<file path="config.mk">
export PLATFORM = sky130hd
export DESIGN_NAME = rom_ctrl_sweep_seq
export DESIGN_NICKNAME = d
export VERILOG_FILES = /design/src/rtl/rom_ctrl_sweep_seq.sv
export SDC_FILE = /design/constraint.sdc
export NUM_CORES = 1
export LEC_CHECK = 0
export CAP_MARGIN = 20
export CORE_MARGIN = 2
export CORE_UTILIZATION = 40
export CTS_CLUSTER_SIZE = 12
export DETAILED_ROUTE_END_ITERATION = 7
export GPL_TIMING_DRIVEN = 0
export HOLD_SLACK_MARGIN = 0.1
export PLACE_DENSITY = 0.75
export SLEW_MARGIN = 20
export SYNTH_ARGS = -nofsm -noshare
export SYNTH_HDL_FRONTEND = slang
export SYNTH_SLANG_ARGS = --single-unit
</file>
<file path="constraint.sdc">
create_clock -name clk_i -period 1.8 [get_ports clk_i]
set_input_delay 0.27 -clock clk_i [delete_from_list [all_inputs] [get_ports clk_i]]
set_output_delay 0.27 -clock clk_i [all_outputs]
set_load 0.01 [all_outputs]
</file>
<file path="src/rtl/rom_ctrl_sweep_seq.sv">
// rom_ctrl_sweep_seq: walks a scrambled ROM word by word and streams each word downstream.
// Build option ROM_CTRL_SWEEP_ADDR_CHECK_EN adds a redundant, cross-checked tweak-address counter.
module rom_ctrl_sweep_seq #(
   parameter  int Width       = 40,
   parameter  int Depth       = 16,
   parameter  int NumTopWords = 8,
   localparam int Aw          = $clog2(Depth)
) (
   input  logic             clk_i,
   input  logic             rst_ni,
   input  logic             start_i,
   output logic             rom_req_o,
   output logic [Aw-1:0]    rom_addr_o,
   output logic [Aw-1:0]    prince_addr_o,
   input  logic             rom_rvalid_i,
   input  logic [Width-1:0] rom_rdata_i,
   output logic             out_valid_o,
   input  logic             out_ready_i,
   output logic [Width-1:0] out_data_o,
   output logic             out_top_o,
   output logic             out_last_o,
   output logic             done_o,
   output logic             err_o
);

   localparam logic [Aw-1:0] TopStart = Aw'(Depth - NumTopWords);
   localparam logic [Aw-1:0] LastIdx  = Aw'(Depth - 1);

   typedef enum logic [2:0] {
      ST_IDLE  = 3'd0,
      ST_REQ   = 3'd1,
      ST_WAIT  = 3'd2,
      ST_OUT   = 3'd3,
      ST_DONE  = 3'd4,
      ST_ERROR = 3'd5
   } state_e;

   state_e           state_r;
   state_e           state_next_s;
   logic             addr_clr_s;
   logic             addr_inc_s;
   logic             capture_s;
   logic             fault_s;
   logic             addr_mismatch_s;
   logic             top_hit_s;
   logic             last_hit_s;

   logic             rom_req_r;
   logic             out_valid_r;
   logic             done_r;
   logic             err_r;
   logic [Width-1:0] data_r;
   logic             top_r;
   logic             last_r;
   logic [Aw-1:0]    rom_addr_r;

   assign top_hit_s  = (rom_addr_r >= TopStart);
   assign last_hit_s = (rom_addr_r == LastIdx);

`ifdef ROM_CTRL_SWEEP_ADDR_CHECK_EN
   logic [Aw-1:0]    prince_addr_r;

   assign addr_mismatch_s = (rom_addr_r != prince_addr_r);
   assign prince_addr_o   = prince_addr_r;

   // independent tweak-address counter, kept in lockstep with rom_addr_r
   always_ff @(posedge clk_i or negedge rst_ni) begin
      if (!rst_ni) begin
         prince_addr_r <= {Aw{1'b0}};
      end else if ((state_next_s == ST_ERROR) || addr_clr_s) begin
         prince_addr_r <= {Aw{1'b0}};
      end else if (addr_inc_s) begin
         prince_addr_r <= prince_addr_r + Aw'(1);
      end else begin
         prince_addr_r <= prince_addr_r;
      end
   end
`else
   assign addr_mismatch_s = 1'b0;
   assign prince_addr_o   = rom_addr_r;
`endif

   // next-state decode; a fault overrides every other action
   always_comb begin
      state_next_s = state_r;
      addr_clr_s   = 1'b0;
      addr_inc_s   = 1'b0;
      capture_s    = 1'b0;
      fault_s      = 1'b0;

      case (state_r)
         ST_IDLE, ST_DONE: begin
            if (start_i) begin
               state_next_s = ST_REQ;
               addr_clr_s   = 1'b1;
            end else begin
               state_next_s = state_r;
            end
         end
         ST_REQ: begin
            state_next_s = ST_WAIT;
         end
         ST_WAIT: begin
            if (rom_rvalid_i) begin
               state_next_s = ST_OUT;
               capture_s    = 1'b1;
            end else begin
               state_next_s = ST_WAIT;
            end
         end
         ST_OUT: begin
            if (out_ready_i && last_hit_s) begin
               state_next_s = ST_DONE;
            end else if (out_ready_i) begin
               state_next_s = ST_REQ;
               addr_inc_s   = 1'b1;
            end else begin
               state_next_s = ST_OUT;
            end
         end
         ST_ERROR: begin
            state_next_s = ST_ERROR;
         end
         default: begin
            state_next_s = ST_ERROR;
         end
      endcase

      // a response is legal only while one is outstanding
      if ((state_r != ST_WAIT) && rom_rvalid_i) begin
         fault_s = 1'b1;
      end else if (addr_mismatch_s) begin
         fault_s = 1'b1;
      end else begin
         fault_s = 1'b0;
      end

      if (fault_s) begin
         state_next_s = ST_ERROR;
         addr_clr_s   = 1'b0;
         addr_inc_s   = 1'b0;
         capture_s    = 1'b0;
      end else begin
         state_next_s = state_next_s;
      end
   end

   // state register and control outputs, registered from the next state
   always_ff @(posedge clk_i or negedge rst_ni) begin
      if (!rst_ni) begin
         state_r     <= ST_IDLE;
         rom_req_r   <= 1'b0;
         out_valid_r <= 1'b0;
         done_r      <= 1'b0;
         err_r       <= 1'b0;
      end else begin
         state_r     <= state_next_s;
         rom_req_r   <= (state_next_s == ST_REQ);
         out_valid_r <= (state_next_s == ST_OUT);
         done_r      <= (state_next_s == ST_DONE);
         err_r       <= (state_next_s == ST_ERROR);
      end
   end

   // read address counter
   always_ff @(posedge clk_i or negedge rst_ni) begin
      if (!rst_ni) begin
         rom_addr_r <= {Aw{1'b0}};
      end else if ((state_next_s == ST_ERROR) || addr_clr_s) begin
         rom_addr_r <= {Aw{1'b0}};
      end else if (addr_inc_s) begin
         rom_addr_r <= rom_addr_r + Aw'(1);
      end else begin
         rom_addr_r <= rom_addr_r;
      end
   end

   // output buffer: loaded on the response, held through back-pressure, wiped on error
   always_ff @(posedge clk_i or negedge rst_ni) begin
      if (!rst_ni) begin
         data_r <= {Width{1'b0}};
         top_r  <= 1'b0;
         last_r <= 1'b0;
      end else if (state_next_s == ST_ERROR) begin
         data_r <= {Width{1'b0}};
         top_r  <= 1'b0;
         last_r <= 1'b0;
      end else if (capture_s) begin
         data_r <= rom_rdata_i;
         top_r  <= top_hit_s;
         last_r <= last_hit_s;
      end else begin
         data_r <= data_r;
         top_r  <= top_r;
         last_r <= last_r;
      end
   end

   assign rom_req_o   = rom_req_r;
   assign rom_addr_o  = rom_addr_r;
   assign out_valid_o = out_valid_r;
   assign out_data_o  = data_r;
   assign out_top_o   = top_r;
   assign out_last_o  = last_r;
   assign done_o      = done_r;
   assign err_o       = err_r;

endmodule

</file>
# Word-level counts from Yosys, hierarchy flattened
# Index checks and enable logic that the tools add are counted.
word_totals:
  output_inout_bits: 54
  reg_bits: 53
  inputBits: 45
classes:
  n_reduce_logical: 7
  add_sub_neg: 1
  n_mux: 25
  eq_ne: 10
  order_cmp: 1
ops:
  columns: ["cell", "n"]
  rows:
  - ["2-to-1 mux 40 bit", 2]
  - ["2-to-1 mux 1 bit", 16]
  - ["case mux 3 bit (4 select lines)", 1]
  - ["equality test 3 x 2 -> 1 bit (second input constant)", 3]
  - ["equality test 3 bit (second input constant)", 3]
  - ["2-to-1 mux 3 bit", 3]
  - ["2-to-1 mux 4 bit", 2]
  - ["equality test 3 x 1 -> 1 bit (second input constant)", 2]
  - ["adder 4 x 1 -> 4 bit (second input constant)", 1]
  - ["equality test 4 bit (second input constant)", 1]
  - ["greater-or-equal comparator 4 bit (second input constant)", 1]
  - ["nonzero test 2 bit", 2]
  - ["zero test 3 bit", 1]
  - ["inequality test 3 x 2 -> 1 bit (second input constant)", 1]
  - ["logical AND 1 bit", 2]
  - ["2-to-1 mux 2 bit", 1]
  - ["OR reduction 2 bit", 1]
  - ["logical OR 1 bit", 1]

# Longest topological paths before layout
# Gate-level depths: netlist of the first run.
depth:
  ltp_word: 8
  ltp_mapped: 6
  depth_no_buf: 5

# Least setup slack after synthesis of the first run
# Ideal clock, no wire load.
synth_path:
  path_kind: "register to register"
  start: "register rom_addr_r[0] (netlist: prince_addr_o[0])"
  end: "register rom_req_r (netlist: rom_req_o)"
  arrival_time_ns: 1.498
  setup_time_ns: 0.094
  path_stages_with_launch: 5
  path_slack_ns: 0.208
  required_ns: 1.706
  path_buffers: 0
  cell_sequence: "dfrtp_1 ha_1 and3_1 a311o_1 a211oi_1"
synth_between:
  elab_chain_len: 6
synth_lines:
  columns: ["element", "line", "text"]
  rows:
  - ["from (decl)", "55", "logic [Aw-1:0] rom_addr_r;"]
  - ["from (signal assigned)", "168", "rom_addr_r <= {Aw{1'b0}};"]
  - ["from (signal assigned)", "170", "rom_addr_r <= {Aw{1'b0}};"]
  - ["from (signal assigned)", "172", "rom_addr_r <= rom_addr_r + Aw'(1);"]
  - ["equality test 4 bit", "58", "assign last_hit_s = (rom_addr_r == LastIdx);"]
  - ["logical AND 1 bit", "112", "if (out_ready_i && last_hit_s) begin"]
  - ["2-to-1 mux 3 bit", "112", null]
  - ["case mux 3 bit (4 select lines)", "91", "case (state_r)"]
  - ["2-to-1 mux 3 bit", "138", "if (fault_s) begin"]
  - ["equality test 3 x 1 -> 1 bit", "158", "rom_req_r <= (state_next_s == ST_REQ);"]
  - ["to (signal assigned)", "158", null]
  - ["to (decl)", "48", "logic rom_req_r;"]
# Every way passes these cells.
# A chain may end at the register's enable or synchronous reset.

# Worst setup path in the final report of the first run
layout_path:
  start: "register rom_addr_r[2] (netlist: prince_addr_o[2])"
  end: "output port rom_addr_o[2]"
layout_rtl:
  columns: ["element", "line", "text"]
  rows:
  - ["to (decl)", "13", "output logic [Aw-1:0] rom_addr_o,"]
# No word-level cell between the ends.

==> impl_metrics.csv, run 1 <==
group,metric,value,unit
global_routing,grt_overflow,0,
drt,first_pass_iters,4,
logic_synthesis,yosysSeqAreaShare,52.7,%
timing,setup_viol,0,
drt,wl_per_cell,14.2,um
flow_run,cap_viol_max_count,0,
power,peakVddDrop,0.321,mV
timing,clock_skew,0.00684,ns
placed_design,place_inst,422,
logic_synthesis,ys_ff_latch,53,
critical_path,reg2reg_to,"rom_req_o",
clock_tree,h-tree-depth,2,
power,power.net_switching,0.464,mW
timing,final_hold_viol_count,0,
floorplan,rows,28,
clock_tree,clk_pin_slew,0.10,ns
clock_tree,cts_buffers,5,
critical_path,worst_path_max_delay_cell,"clkdlybuf4s50_1",
floorplan,coreArea,5990,um^2
clock_tree,root_buffer,"clkbuf_8",
layout,layout_common_cells,"96 x clkdlybuf4s50_1, 84 x nand2_1, 51 x dfrtp_1",
global_routing,grt_pass1_wl,10500,um
timing,slew_headroom,54.8,%
logic_synthesis,syn-num-nets,297,
drt,finalWirelength,6140,um
layout,area_growth,46.5,%
critical_path,ff2ff_path_depth,4,
drt,drt_iter0_markers,111,
floorplan,io_pins,99,
critical_path,path_buf_inv,2,
logic_synthesis,yosys.area.top_type,"dfrtp_1",
power,power.leakage,1.36,nW
critical_path,arrival,1.43,ns
layout,layout.nets,402,
layout,antenna_cells,0,
drt,via_per_inst,4.94,
logic_synthesis,syn_inst,250,
timing,setup_slack,0.0987,ns
global_routing,grt_max_degree,54,
timing,rsz0062_at_grt,"no",
drt,routed-via-count,2127,
worst_hold_path,min_path_cells,3,
clock_tree,cts_tree,"built",
floorplan,fp.dieH,83.3,um
logic_synthesis,yosys.cell_types.count,32,
layout,drive_above_1_share,21.1,%
critical_path,path_cells,"buf_4, clkdlybuf4s50_1",
timing,clock.fmax,0.588,GHz
critical_path,r2r_start,"prince_addr_o[0]",
placed_design,dp_hpwl,4310,um
timing,min_period_over_period,94.5,%
logic_synthesis,ys_top_cells_by_area,"dfrtp_1 53%, a21oi_2 14%, nand2_1 13%",
critical_path,cp-start-kind,"flop",
timing,tightest_slew,0.677,ns
worst_hold_path,whs_endpoint,"prince_addr_o[1]",
global_routing,antenna_found_initial,0,
floorplan,start_util,42.0,%
drt,drtAntennaViolNets,0,
logic_synthesis,netlist.area_leader.share,52.7,%
power,p_sw_share,23.0,%
placed_design,dp_slack,-0.0530,ns
critical_path,worstSetupEndpointType,"output port",
critical_path,crit_family,"buffers and inverters",
layout,layout_commonest_cell,"clkdlybuf4s50_1",
critical_path,criticalPathCategory,"reg2out",
timing,fin_crit,1.70,ns
power,p_comb_share,6.7,%
critical_path,critPathRequiredTime,1.53,ns
timing,drv_slew,0,
power,p_int,1.55,mW
critical_path,slowest_delay,0.52,ns
critical_path,reg2reg_slack,0.13,ns
clock_tree,clock_sinks,53,
logic_synthesis,syn_area_per_cell,10.1,um^2
power,power_frac_clock,34.4,%
run_status,status,"completed",
power,power.density,547,nW/um^2
global_routing,grt_pass1_vias,2112,
worst_hold_path,hold_start,"out_ready_i",
layout,final_cells,431,
critical_path,crit_path_max_fanout,8,
logic_synthesis,synth_area,2520,um^2
logic_synthesis,ys_warn_count,0,
placed_design,io_buffers,97,
global_routing,grt_use_total,18.3,%
worst_hold_path,hold_path_class,"in2reg",
floorplan,die-area,6940,um^2
drt,drc,0,
clock_tree,clock_latency,0.31,ns
clock_tree,clockBufferDepth,2,
floorplan,die_x,83.3,um
placed_design,globalplace.congestion,0.790,
timing,whs,0.388,ns
power,p_seq_share,59.0,%
## metrics by stage
stage	power [mW]	cell area [um^2]	utilization, %	setup TNS, ns
global route	2.10	3690	61.5	0
finish	2.02	3690	61.5	0
global placement	1.35	3580	59.8	-63.73
detailed placement	1.35	3580	59.7	-1.08
floorplan	1.22	2520	-	0
CTS	2.04	3680	61.4	0
## power groups by stage
stage                     logic, mW  registers [mW]  clock network, mW
final                         0.134            1.19              0.694
after global routing          0.145            1.19              0.762
after global placement        0.134            1.21                  0
after detailed placement      0.133            1.21                  0
after floorplan              0.0114            1.21                  0
after CTS                     0.137            1.19              0.713
## synth_stat cells
library cell and count:
nand4_1 4, nand4bb_1 2, and3_1 3, nand2_1 84
inv_1 3, a211oi_1 1, a21oi_2 39, a21oi_1 6
nand3b_1 1, buf_6 6, dfrtp_1 53, or3_1 1
o22a_1 1, buf_4 10, buf_2 3, a221oi_2 1
nand3_1 1, a311o_1 1, o21ai_0 1, and2_1 3
clkbuf_1 5, ha_1 2, a21o_1 1, o31ai_1 3
nor3b_1 2, mux2_2 1, inv_2 1, o21bai_1 2
nor3_1 3, nor2b_1 2, a31oi_1 2, and4bb_2 2
## kinds of logic (layout without fill, tap and decap cells)
logic type | Yosys count | in the layout | synth area share, %
AND/OR/NAND/NOR | 108 | 108 | 19.3
AO/OA/AOI/OAI | 58 | 58 | 18.9
flip-flops | 53 | 53 | 52.7
buffers and inverters | 28 | 134 | 7.61
adder cells (fa/ha/maj) | 2 | 2 | 0.994
multiplexers | 1 | 1 | 0.448
## routing by layer
| metal | GRT usage (%) | part of all wire, % | vias up |
|---|---|---|---|
| met5 | 0 | 0 | - |
| li1 | - | - | 1039 |
| met2 | 28.9 | 45 | 67 |
| met4 | 4.02 | 0.62 | 0 |
| met3 | 3.88 | 5.1 | 5 |
| met1 | 26.0 | 49 | 1016 |
## cell type report
| type | instances | area, um^2 |
|---|---|---|
| clock inverter | 3 | 21.3 |
| clock buffer | 5 | 68.8 |
| inverter | 4 | 15.0 |
| sequential | 53 | 1330 |
| tap | 75 | 93.8 |
| fill | 527 | 2300 |
| multi-input combinational | 169 | 1000 |
| timing repair buffer | 98 | 978 |
| buffer | 24 | 176 |
## how the worst max path moves through the flow
stage / from / end / cells after the start
4_1_cts: prince_addr_o[3] / rom_addr_o[3] / 2
6_report: prince_addr_o[2] / rom_addr_o[2] / 2
2_1_floorplan: prince_addr_o[0] / rom_req_o / 4
3_3_place_gp: rst_ni / prince_addr_o[0] / 1
3_5_place_dp: rom_rvalid_i / out_data_o[27] / 7
5_1_grt: prince_addr_o[0] / rom_req_o / 4
## tightest hold or removal path, stage by stage
cell and delay [ns]:
clkbuf_1 0.19, nand4_1 0.13, a21oi_1 0.06
## repair_timing
action                     4_1_cts  5_1_grt
gates resized for setup          0        3
setup endpoints to repair        0        2
buffers inserted                 0        0
hold endpoints to repair        53        0
hold buffers                     1        0
## state kept, by name, indices dropped and copies added (netlist names)
signal	count
rom_req_o	1
err_o	1
out_top_o	1
out_last_o	1
out_valid_o	1
state_r	3
done_o	1
prince_addr_o	4
out_data_o	40
(Power assumes the default switching activity.)
==> inputs of run 2 (changes only) <==
Settings changed: SKIP_CTS_REPAIR_TIMING set to 1.
==> results of run 2 <==
The final DEF is identical to that of run 1; final timing and power are the same.
==> inputs of run 3 (changes only) <==
Settings changed: ABC_AREA set to 1, CORE_MARGIN 2 to 1, PLACE_DENSITY 0.75 to 0.73.
==> impl_metrics.csv, run 3 <==
group,metric,value,unit
critical_path,crit_path_max_fanout,6,
timing,final_hold_viol_count,0,
drt,wl_per_cell,15.0,um
logic_synthesis,synth_area,2730,um^2
logic_synthesis,ys_ff_latch,53,
logic_synthesis,syn-num-nets,311,
critical_path,reg2reg_slack,0.13,ns
logic_synthesis,synth_common_cells,"56 x nand2_1, 53 x dfrtp_1, 42 x o21ai_0",
clock_tree,cts_buffers,5,
timing,setup_slack,0.0812,ns
clock_tree,h-tree-depth,2,
layout,nFillCells,530,
global_routing,grt_max_degree,54,
worst_hold_path,hold_path_class,"in2async",
layout,layout.nets,420,
timing,clock_skew,0.00810,ns
timing,slew_headroom,54.4,%
logic_synthesis,yosys.cell_types.count,25,
global_routing,grt_overflow,0,
placed_design,dp_hpwl,4680,um
timing,tightest_slew,0.684,ns
global_routing,grt_pass1_vias,2314,
clock_tree,clock_latency,0.30,ns
critical_path,worstSetupEndpointType,"output port",
timing,rsz0062_at_grt,"no",
floorplan,io_pins,99,
floorplan,rows,29,
drt,finalWirelength,6780,um
floorplan,coreArea,6460,um^2
timing,min_period_over_period,95.5,%
run_status,status,"finished, violations left",
placed_design,io_buffers,98,
logic_synthesis,syn_area_per_cell,10.4,um^2
global_routing,grt_use_total,19.4,%
logic_synthesis,yosysMostFrequentCell,"nand2_1",
layout,area_growth,44.5,%
floorplan,die-area,7170,um^2
timing,setup_viol,0,
placed_design,place_area,3810,um^2
logic_synthesis,async_flop_share,100,%
flow_run,cap_viol_max_count,0,
drt,routed-via-count,2326,
drt,drt_iter0_markers,133,
layout,drive_above_1_share,21.4,%
power,power.density,526,nW/um^2
layout,antenna_cells,0,
floorplan,die_x,84.7,um
critical_path,criticalPathCategory,"reg2out",
power,power.leakage,1.46,nW
logic_synthesis,ys_top_cells_by_area,"dfrtp_1 49%, a22oi_2 17%, nand2_1 7.7%",
logic_synthesis,yosysSeqAreaShare,48.5,%
drt,first_pass_iters,8,
floorplan,start_util,42.3,%
logic_synthesis,yosys.area.top_type,"dfrtp_1",
clock_tree,clockBufferDepth,2,
clock_tree,root_buffer,"clkbuf_8",
layout,final_area,3950,um^2
drt,drtAntennaViolNets,0,
layout,largest_register_ffs,40,
drt,drc,6,
drt,via_per_inst,5.16,
logic_synthesis,synth-main-ff-cell,"dfrtp_1",
global_routing,grt_pass1_wl,11000,um
clock_tree,clk_pin_slew,0.10,ns
floorplan,fp.dieH,84.7,um
global_routing,antenna_found_initial,0,
logic_synthesis,ys_warn_count,0,
logic_synthesis,synth-edff-count,0,
logic_synthesis,netlist.area_leader.share,48.5,%
clock_tree,clock_sinks,53,
timing,drv_slew,0,
placed_design,dp_slack,-0.0700,ns
critical_path,cp-start-kind,"flop",
critical_path,critPathRequiredTime,1.53,ns
layout,layout_commonest_cell,"clkdlybuf4s50_1",
timing,clock.fmax,0.582,GHz
layout,layout_common_cells,"97 x clkdlybuf4s50_1, 56 x nand2_1, 53 x dfrtp_1",
placed_design,globalplace.congestion,0.760,
power,peakVddDrop,0.269,mV
clock_tree,cts_tree,"built",
timing,fin_crit,1.72,ns
critical_path,arrival,1.45,ns
logic_synthesis,syn_inst,264,
run_status,violations,"DRC",
==> run 3: cell count changes after synthesis, moves of 8 or more <==
cell	before	now
o21ai_0	1	42
a21oi_2	39	0
inv_1	3	11
a22oi_2	0	38
nor2_1	0	8
nand2_1	84	56
==> run 3: path summary, 6_finish.rpt <==
kind	cells past startpoint	startpoint	end
max in group asynchronous	2	rst_ni	out_data_o[8]
hold / removal	2	rst_ni	rom_req_o
setup / recovery	2	prince_addr_o[3]	rom_addr_o[3]
min in group clk_i	3	rom_rdata_i[27]	out_data_o[27]
hold reg to reg	2	out_data_o[32]	out_data_o[32]
setup reg to reg	6	prince_addr_o[1]	done_o
==> run 3: per-stage QoR <==
step	TNS (ns)	power [mW]	hold slack [ns]	std cells	util, %
global placement	-64.16	1.36	0.544	439	59.0
finish	0	2.08	0.536	451	61.1
CTS	0	2.10	0.0240	447	60.5
global route	0	2.19	0.528	451	61.1
floorplan	0	1.23	-0.0256	264	-
detailed placement	-1.47	1.36	0.360	439	59.0
==> run 3: area by class of cell <==
| cell class | count | area, um^2 | share of cell area (%) |
|---|---|---|---|
| sequential | 53 | 1330 | 33.6 |
| multi-input combinational | 174 | 1200 | 30.3 |
| timing repair buffer | 101 | 1000 | 25.4 |
| buffer | 24 | 170 | 4.31 |
| clock buffer | 7 | 96.3 | 2.44 |
| tap | 77 | 96.3 | 2.44 |
| inverter | 14 | 52.6 | 1.33 |
| clock inverter | 1 | 5.00 | 0.127 |
==> run 3: worst max-delay path: stages, from the launching register on <==
cell and delay (ns):
dfrtp_1 0.47, buf_4 0.15, clkdlybuf4s50_1 0.53
==> run 3: metal layers <==
layer	global-route usage, %	vias to the layer above	wire length, um
met4	6.47	0	40
met3	4.42	2	349
li1	-	1129	-
met1	25.6	1126	3060
met5	0	-	0
met2	31.5	69	3330
==> run 3: where the power goes <==
part           total [mW]  internal, mW  switching, mW
clock network       0.738         0.349          0.389
logic               0.150        0.0876         0.0622
registers            1.19          1.19      0.0000455
total                2.08          1.63          0.452
==> run 3: kinds of logic (layout without fill, tap and decap cells) <==
logic type | after synthesis | after routing | synth area share [%]
compound gates | 88 | 88 | 27.7
fa+ha+maj | 2 | 2 | 0.916
buf+inv | 38 | 147 | 8.15
flops | 53 | 53 | 48.5
simple gates | 83 | 84 | 14.7
